File: src/rtl/jtvigil_romarb_pkg.sv
// Shared definitions for the four-client SDRAM ROM arbiter.
package jtvigil_romarb_pkg;

    localparam int unsigned NumClients = 4;
    localparam int unsigned ClientW    = 2;
    localparam int unsigned NumBeats   = 2;
    localparam int unsigned AddrW      = 17;
    localparam int unsigned BaW        = 22;

    typedef logic [ClientW-1:0] client_t;

    typedef enum logic [1:0] {
        StIdle,
        StReq,
        StData
    } state_e;

    // Byte clients address 16-bit words; 32-bit clients span two words each.
    function automatic logic [BaW-1:0] map_addr(input logic [BaW-1:0]   offset,
                                                input logic [AddrW-1:0] addr,
                                                input logic             wide);
        logic [BaW-1:0] word;
        word = wide ? {4'd0, addr, 1'b0} : {6'd0, addr[AddrW-1:1]};
        return offset + word;
    endfunction

endpackage

File: src/rtl/jtvigil_romarb_if.sv
// SDRAM bank request/response bus shared by the arbiter and the memory controller.
interface jtvigil_romarb_if;
    import jtvigil_romarb_pkg::*;

    logic [BaW-1:0] ba_addr;
    logic           ba_rd;
    logic           ba_ack;
    logic           ba_dok;
    logic           ba_rdy;
    logic [15:0]    data_read;

    modport master (
        output ba_addr,
        output ba_rd,
        input  ba_ack,
        input  ba_dok,
        input  ba_rdy,
        input  data_read
    );

    modport slave (
        input  ba_addr,
        input  ba_rd,
        output ba_ack,
        output ba_dok,
        output ba_rdy,
        output data_read
    );
endinterface

File: src/rtl/jtvigil_romarb_slot.sv
// One-entry client cache: tag/data/valid, hit compare and registered ok.
module jtvigil_romarb_slot
    import jtvigil_romarb_pkg::*;
#(
    parameter int unsigned DataW = 8
) (
    input  logic             clk,
    input  logic             rst,
    input  logic             cs,
    input  logic [AddrW-1:0] addr,
    input  logic             fill,
    input  logic [AddrW-1:0] fill_tag,
    input  logic [DataW-1:0] fill_data,
    output logic             hit,
    output logic             ok,
    output logic [DataW-1:0] data
);

    logic             valid_q, valid_d;
    logic [AddrW-1:0] tag_q, tag_d;
    logic [DataW-1:0] data_q, data_d;
    logic             ok_q, ok_d;

    // Hit against the cache as it stands this cycle; drives the miss request.
    assign hit  = cs & valid_q & (addr == tag_q);
    assign ok   = ok_q;
    assign data = data_q;

    // Post-fill cache contents; ok is evaluated against them so a same-cycle fill counts.
    always_comb begin
        valid_d = valid_q;
        tag_d   = tag_q;
        data_d  = data_q;
        if (fill) begin
            valid_d = 1'b1;
            tag_d   = fill_tag;
            data_d  = fill_data;
        end
        ok_d = cs & valid_d & (addr == tag_d);
    end

    // Cache entry and ok register.
    always_ff @(posedge clk) begin
        if (rst) begin
            valid_q <= 1'b0;
            tag_q   <= '0;
            data_q  <= '0;
            ok_q    <= 1'b0;
        end else begin
            valid_q <= valid_d;
            tag_q   <= tag_d;
            data_q  <= data_d;
            ok_q    <= ok_d;
        end
    end

endmodule

File: src/rtl/jtvigil_romarb.sv
// Round-robin SDRAM arbiter for two byte-wide CPU clients and two 32-bit graphics clients.
module jtvigil_romarb
    import jtvigil_romarb_pkg::*;
#(
    parameter logic [BaW-1:0] C0_OFFSET = '0,
    parameter logic [BaW-1:0] C1_OFFSET = '0,
    parameter logic [BaW-1:0] C2_OFFSET = '0,
    parameter logic [BaW-1:0] C3_OFFSET = '0
) (
    input  logic              clk,
    input  logic              rst,
    input  logic              c0_cs,
    input  logic [AddrW-1:0]  c0_addr,
    output logic [7:0]        c0_data,
    output logic              c0_ok,
    input  logic              c1_cs,
    input  logic [AddrW-1:0]  c1_addr,
    output logic [7:0]        c1_data,
    output logic              c1_ok,
    input  logic              c2_cs,
    input  logic [AddrW-1:0]  c2_addr,
    output logic [31:0]       c2_data,
    output logic              c2_ok,
    input  logic              c3_cs,
    input  logic [AddrW-1:0]  c3_addr,
    output logic [31:0]       c3_data,
    output logic              c3_ok,
    jtvigil_romarb_if.master  sdram
);

    state_e           state_q, state_d;
    client_t          id_q, id_d;
    client_t          ptr_q, ptr_d;
    logic [AddrW-1:0] addr_q, addr_d;
    logic [BaW-1:0]   ba_addr_q, ba_addr_d;
    logic             beat_q, beat_d;     // a first beat is already held in lo_q
    logic [15:0]      lo_q, lo_d;

    logic [NumClients-1:0] cs, hit, pending, fill_en;
    logic [AddrW-1:0]      cl_addr [NumClients];
    logic [BaW-1:0]        offset  [NumClients];
    logic                  gnt_found;
    client_t               gnt_id;
    logic [15:0]           first_word;
    logic [7:0]            byte_fill;
    logic [31:0]           wide_fill2, wide_fill3;

    assign cs         = {c3_cs, c2_cs, c1_cs, c0_cs};
    assign cl_addr[0] = c0_addr;
    assign cl_addr[1] = c1_addr;
    assign cl_addr[2] = c2_addr;
    assign cl_addr[3] = c3_addr;
    assign offset[0]  = C0_OFFSET;
    assign offset[1]  = C1_OFFSET;
    assign offset[2]  = C2_OFFSET;
    assign offset[3]  = C3_OFFSET;
    assign pending    = cs & ~hit;

    assign sdram.ba_rd   = (state_q == StReq);
    assign sdram.ba_addr = ba_addr_q;

    // Fill data assembly; a 32-bit fill cut short keeps the cached upper half.
    always_comb begin
        first_word = beat_q ? lo_q : sdram.data_read;
        byte_fill  = addr_q[0] ? first_word[15:8] : first_word[7:0];
        wide_fill2 = beat_q ? {sdram.data_read, lo_q} : {c2_data[31:16], sdram.data_read};
        wide_fill3 = beat_q ? {sdram.data_read, lo_q} : {c3_data[31:16], sdram.data_read};
    end

    // Round-robin grant search and transfer FSM next state.
    always_comb begin
        state_d   = state_q;
        id_d      = id_q;
        ptr_d     = ptr_q;
        addr_d    = addr_q;
        ba_addr_d = ba_addr_q;
        beat_d    = beat_q;
        lo_d      = lo_q;
        fill_en   = '0;
        gnt_found = 1'b0;
        gnt_id    = ptr_q;
        for (int i = 1; i <= int'(NumClients); i++) begin
            client_t cand;
            cand = ptr_q + client_t'(i);
            if (!gnt_found && pending[cand]) begin
                gnt_found = 1'b1;
                gnt_id    = cand;
            end
        end
        unique case (state_q)
            StIdle: begin
                if (gnt_found) begin
                    state_d   = StReq;
                    id_d      = gnt_id;
                    ptr_d     = gnt_id;
                    addr_d    = cl_addr[gnt_id];
                    ba_addr_d = map_addr(offset[gnt_id], cl_addr[gnt_id], gnt_id[1]);
                    beat_d    = 1'b0;
                end
            end
            StReq: begin
                if (sdram.ba_ack) state_d = StData;
            end
            StData: begin
                if (sdram.ba_rdy) begin
                    fill_en[id_q] = 1'b1;
                    state_d       = StIdle;
                end else if (sdram.ba_dok && int'(beat_q) < int'(NumBeats) - 1) begin
                    lo_d   = sdram.data_read;
                    beat_d = 1'b1;
                end
            end
            default: state_d = StIdle;
        endcase
    end

    // Arbiter state; reset points the round-robin at client 3 so client 0 goes first.
    always_ff @(posedge clk) begin
        if (rst) begin
            state_q   <= StIdle;
            id_q      <= '0;
            ptr_q     <= client_t'(NumClients - 1);
            addr_q    <= '0;
            ba_addr_q <= '0;
            beat_q    <= 1'b0;
            lo_q      <= '0;
        end else begin
            state_q   <= state_d;
            id_q      <= id_d;
            ptr_q     <= ptr_d;
            addr_q    <= addr_d;
            ba_addr_q <= ba_addr_d;
            beat_q    <= beat_d;
            lo_q      <= lo_d;
        end
    end

    jtvigil_romarb_slot #(.DataW(8)) u_slot0 (
        .clk(clk), .rst(rst), .cs(c0_cs), .addr(c0_addr), .fill(fill_en[0]),
        .fill_tag(addr_q), .fill_data(byte_fill), .hit(hit[0]), .ok(c0_ok), .data(c0_data)
    );
    jtvigil_romarb_slot #(.DataW(8)) u_slot1 (
        .clk(clk), .rst(rst), .cs(c1_cs), .addr(c1_addr), .fill(fill_en[1]),
        .fill_tag(addr_q), .fill_data(byte_fill), .hit(hit[1]), .ok(c1_ok), .data(c1_data)
    );
    jtvigil_romarb_slot #(.DataW(32)) u_slot2 (
        .clk(clk), .rst(rst), .cs(c2_cs), .addr(c2_addr), .fill(fill_en[2]),
        .fill_tag(addr_q), .fill_data(wide_fill2), .hit(hit[2]), .ok(c2_ok), .data(c2_data)
    );
    jtvigil_romarb_slot #(.DataW(32)) u_slot3 (
        .clk(clk), .rst(rst), .cs(c3_cs), .addr(c3_addr), .fill(fill_en[3]),
        .fill_tag(addr_q), .fill_data(wide_fill3), .hit(hit[3]), .ok(c3_ok), .data(c3_data)
    );

endmodule

File: src/flat_wrapper.sv
// flat-port wrapper written by rule: the top's interface ports become plain ports
module jtvigil_romarb_flat import jtvigil_romarb_pkg::*;
#(
    parameter logic [BaW-1:0] C0_OFFSET = '0,
    parameter logic [BaW-1:0] C1_OFFSET = '0,
    parameter logic [BaW-1:0] C2_OFFSET = '0,
    parameter logic [BaW-1:0] C3_OFFSET = '0
)
  (clk, rst, c0_cs, c0_addr, c0_data, c0_ok, c1_cs, c1_addr, c1_data, c1_ok, c2_cs, c2_addr, c2_data, c2_ok, c3_cs, c3_addr, c3_data, c3_ok, sdram_ba_addr, sdram_ba_rd, sdram_ba_ack, sdram_ba_dok, sdram_ba_rdy, sdram_data_read);
  jtvigil_romarb_if sdram_i ();
  input  logic clk;
  input  logic rst;
  input  logic c0_cs;
  input  logic [AddrW-1:0] c0_addr;
  output logic [7:0] c0_data;
  output logic c0_ok;
  input  logic c1_cs;
  input  logic [AddrW-1:0] c1_addr;
  output logic [7:0] c1_data;
  output logic c1_ok;
  input  logic c2_cs;
  input  logic [AddrW-1:0] c2_addr;
  output logic [31:0] c2_data;
  output logic c2_ok;
  input  logic c3_cs;
  input  logic [AddrW-1:0] c3_addr;
  output logic [31:0] c3_data;
  output logic c3_ok;
  output wire logic [$bits(sdram_i.ba_addr)-1:0] sdram_ba_addr;
  output wire logic [$bits(sdram_i.ba_rd)-1:0] sdram_ba_rd;
  input wire logic [$bits(sdram_i.ba_ack)-1:0] sdram_ba_ack;
  input wire logic [$bits(sdram_i.ba_dok)-1:0] sdram_ba_dok;
  input wire logic [$bits(sdram_i.ba_rdy)-1:0] sdram_ba_rdy;
  input wire logic [$bits(sdram_i.data_read)-1:0] sdram_data_read;
  assign sdram_ba_addr = sdram_i.ba_addr;
  assign sdram_ba_rd = sdram_i.ba_rd;
  assign sdram_i.ba_ack = sdram_ba_ack;
  assign sdram_i.ba_dok = sdram_ba_dok;
  assign sdram_i.ba_rdy = sdram_ba_rdy;
  assign sdram_i.data_read = sdram_data_read;
  jtvigil_romarb #(.C0_OFFSET(C0_OFFSET), .C1_OFFSET(C1_OFFSET), .C2_OFFSET(C2_OFFSET), .C3_OFFSET(C3_OFFSET)) u_core (.clk(clk), .rst(rst), .c0_cs(c0_cs), .c0_addr(c0_addr), .c0_data(c0_data), .c0_ok(c0_ok), .c1_cs(c1_cs), .c1_addr(c1_addr), .c1_data(c1_data), .c1_ok(c1_ok), .c2_cs(c2_cs), .c2_addr(c2_addr), .c2_data(c2_data), .c2_ok(c2_ok), .c3_cs(c3_cs), .c3_addr(c3_addr), .c3_data(c3_data), .c3_ok(c3_ok), .sdram(sdram_i));
endmodule
File: config.mk
export PLATFORM = sky130hd
export DESIGN_NAME = jtvigil_romarb_flat
export DESIGN_NICKNAME = d
export VERILOG_FILES = /design/src/rtl/jtvigil_romarb_pkg.sv /design/src/rtl/jtvigil_romarb_if.sv /design/src/rtl/jtvigil_romarb_slot.sv /design/src/rtl/jtvigil_romarb.sv /design/src/flat_wrapper.sv
export SDC_FILE = /design/constraint.sdc
export NUM_CORES = 1
export LEC_CHECK = 0
export CAP_MARGIN = 20
export CORE_ASPECT_RATIO = 1.25
export CORE_MARGIN = 4
export CORE_UTILIZATION = 45
export CTS_CLUSTER_SIZE = 25
export DETAILED_ROUTE_END_ITERATION = 8
export GPL_ROUTABILITY_DRIVEN = 0
export PLACE_DENSITY = 0.71
export REMOVE_ABC_BUFFERS = 1
export SYNTH_ARGS = -nofsm -noshare
export SYNTH_HDL_FRONTEND = slang
export SYNTH_HIERARCHICAL = 1
export SYNTH_SLANG_ARGS = --single-unit
File: constraint.sdc
create_clock -name clk -period 3.45 [get_ports clk]
set_input_delay 0.345 -clock clk [delete_from_list [all_inputs] [get_ports clk]]
set_output_delay 0.345 -clock clk [all_outputs]
set_load 0.03 [all_outputs]
==> summary.txt <==
Run status
  • Status: finished clean

CTS
  • H-tree depth: 1
  • TritonCTS buffer count: 23
  • Clk slew on worst S/H paths: 60 ps
  • Post-CTS setup repair buffer count: 0
  • CTS tree: done
  • Max clock buf depth: 3
  • CTS root buffer: clkbuf_16
  • Clock Sink Count: 214
  • Hold-fix buffers at CTS: 0
  • Clk_lat worst skew: 510 ps
  • Post-CTS resize count: 0

Worst setup path
  • Worst setup path class: primary input to flip-flop
  • CP Launch Point: c1_addr[11]
  • Worst setup EP type: flip-flop
  • CP max stage cell: clkdlybuf4s50_1
  • CP Launch Type: primary input
  • Crit-path max cell delay: 490 ps
  • CP most frequent cell: nor4_1
  • CP cell instances: clkdlybuf4s50_1 -> xor2_1 -> nor4_1 -> buf_4 -> nand4_1 -> nor4_1 -> nand2b_1 -> o22ai_2 -> mux2_4 -> nand2_1 -> a21oi_1 -> a211o_1
  • Crit path depth: 12
  • R2r startpoint: u_core/u_slot1/tag_q[11]
  • Req. time, crit path: 3850 ps
  • Reg2reg end: u_core/addr_q[7]
  • WP buf/inv: 2
  • Worst Reg-to-Reg Cells: 11
  • Worst setup path end: u_core/addr_q[7]
  • Reg-to-reg setup timing slack: 500 ps
  • Crit path DAT: between 3000 and 4000 ps
  • CP top delay family: simple AND/OR/NAND/NOR gates
  • Crit-path max FO: 36

Layout
  • Final instance area: 13650 µm²
  • Most common cell after layout, fill and taps aside: dfxtp_1
  • Final #Nets: about 1500
  • Share of post-route cells with drive strength above 1: 10.62%
  • Number of non-filler instances in the completed layout: approximately 1700
  • Synth-to-Final Area Change: 29.30%
  • Antenna diodes: 0
  • Most frequent cells in the layout: 213 x dfxtp_1, 194 x clkdlybuf4s50_1, 166 x nor2_1, 148 x mux2i_1, 125 x nand2_1
  • Fill count: 2052

Floorplan
  • Initial Util: between 40% and 50%
  • CORE AREA: 23040 µm²
  • Die Width: around 140 µm
  • Area of the die: 25990 µm²
  • # IOs: 200
  • Die height: 179.2 µm
  • Site Rows: 62

Yosys
  • Post-synthesis cell type count: between 50 and 60
  • Synth top area cells: dfxtp_1 41%, mux2i_1 14%, nor2_1 6.0%
  • Synthesized cell area: 10560 µm²
  • Syn Inst Count: between 1000 and 1500
  • Synth Warn #: 6
  • Synthesis-stage register bit count: 214
  • Register area share after synthesis: 40.58%
  • Area share of the largest cell type after synthesis: a little over 40%
  • Mean Syn Cell Area: around 9.1 µm²
  • Largest area contributor in the netlist: dfxtp_1
  • Ys flop type: dfxtp_1
  • Share of flip-flops with an asynchronous set or reset: 0%
  • EDFF count, synth: 0

Power and ir drop
  • Lkg Pwr: between 4 and 5 nW
  • Max VDD drop: 0.3869 mV
  • Psw: 1.609 mW
  • Combinational share of power: 16.1%
  • Power Density: 433.4 nW/µm²
  • Total power: approximately 5.9 mW
  • Clock Power Share: 38.7%
  • Sw Share: 27.20%
  • Seq pwr share: 45.2%
  • Int Pwr: 4.306 mW

STA
  • Slew margin rel.: 47.56%
  • Final Cycle Share: between 80 and 90%
  • Fmax achieved: 335.0 MHz
  • Final hold violations: 0
  • Max-slew violations: 0
  • Minimum clock period: 2985 ps
  • Worst Max-Slew Pin Slew: a little under 800 ps
  • Final setup fails: 0
  • Total Neg Setup Slack: 0 ps
  • RSZ-0062 raised after global routing: no
  • Post-Route Skew: ~22 ps

Global route
  • First-pass GRT wire length: 48.88 mm
  • Grt ovf: 0
  • Largest net degree at the start of global routing: 98
  • Number of global-route vias before repair: 8783
  • Gr usage total: between 20% and 30%
  • Antenna violations before repair: 1

Place
  • Placed Area: 12960 µm²
  • Placed Cells: 1634
  • Post-DP HPWL: 23.60 mm
  • Port Buffers: 195

Drt
  • Remaining antenna violation count after routing: 0
  • Mean routed wirelength per cell: 18.97 µm
  • WL final: 31.71 mm
  • DRC viols: 0
  • Iteration-0 DRC Markers: 419
  • Vias per cell: 5.398
  • Vias: 9025
  • Drt pass-1 iters: 5

Hold path
  • Min-delay worst type: primary input to flip-flop
  • Hold Crit Depth: 2

Job
  • Maximum capacitance violations: 0
## synth_stat cells, drive strengths merged (5+ instances only)
library cell / n
nor2b: 6
o21ai: 35
nand2: 125
mux2: 26
nor4: 16
nor2: 170
a211o: 28
nand3: 5
dfxtp: 214
xnor2: 68
clkbuf: 30
inv: 34
mux2i: 152
a21oi: 79
xor2: 68
nand4: 32
and3: 5
buf: 40
## power by group through the flow
stage	combinational [mW]	clock (mW)	sequential, mW
CTS	0.949	2.33	2.67
detailed placement	0.945	0	2.72
finish	0.953	2.29	2.67
global placement	0.937	0	2.72
floorplan	0.396	0	2.74
global route	1.01	2.43	2.68
## worst min-delay path by stage
stage                          startpoint                        to  slack, ps
after floorplan                       rst            u_core/id_q[1]        410
after global placement     u_core/lo_q[9]            u_core/lo_q[9]        440
after detailed placement  u_core/lo_q[12]           u_core/lo_q[12]        450
after CTS                             rst   u_core/u_slot1/tag_q[0]        260
after global routing                  rst  u_core/u_slot3/tag_q[13]        300
final                                 rst   u_core/u_slot1/tag_q[0]        270
## state kept, by name (all words and copies together) (netlist names), 2 cells and up
register              flops
u_core/u_slot1/data       8
u_core/u_slot1/tag_q     17
u_core/lo_q              16
u_core/u_slot2/data      32
u_core/u_slot0/tag_q     17
u_core/u_slot2/tag_q     17
u_core/u_slot3/tag_q     17
u_core/sdram.ba_addr     18
u_core/u_slot3/data      32
u_core/u_slot0/data       8
u_core/state_q            2
u_core/ptr_q              2
u_core/addr_q            17
u_core/id_q               2
## through the flow
| step | utilization [%] | hold slack [ps] | setup slack [ps] |
|---|---|---|---|
| final | 59.24 | 269.2 | 464.8 |
| after global routing | 59.24 | 296.7 | 338.4 |
| after CTS | 59.24 | 260.7 | 525.9 |
| after detailed placement | 56.27 | 446.4 | -3.373 |
| after global placement | 56.27 | 437.8 | 28.71 |
| after floorplan | - | 414.1 | -3551 |
## cells by family after synthesis
kind of cell | count (synthesis) | synth area share, %
compound gates | 152 | 9.127
xor+xnor | 136 | 11.28
buf+inv | 104 | 5.523
flops | 214 | 40.58
mux | 178 | 17.45
other cells | 1 | 0.03552
simple gates | 378 | 16.00
## metal layers
layer,part of all wire [%],vias up,global-route usage (%),routed length [µm]
met5,0.041,-,0,13
met4,4.3,2,10.14,1365
met3,6.2,73,3.843,1982
met2,48,332,40.80,15320
met1,41,4277,28.85,13030
li1,-,4341,-,-
## area by class of cell
| class | count | area [µm²] | area share (%) |
|---|---|---|---|
| Tap cell | 288 | 360.3 | 2.640 |
| Sequential cell | 214 | 4285 | 31.40 |
| Timing Repair Buffer | 250 | 2462 | 18.04 |
| Multi-Input combinational cell | 848 | 5728 | 41.97 |
| Clock buffer | 35 | 670.6 | 4.913 |
| Inverter | 34 | 127.6 | 0.9350 |
| Clock inverter | 3 | 15.01 | 0.1100 |
## worst reg2reg max path: stages, from the launching register on
cell and delay, ps:
dfxtp_1 320, xor2_1 160, nor4_1 350, buf_4 170, nand4_1 110, nor4_1 260, nand2b_1 270, o22ai_2 130
mux2_4 470, nand2_1 250, a21oi_1 90, a211o_1 260
No activity file was read; power rests on OpenSTA's default activity.
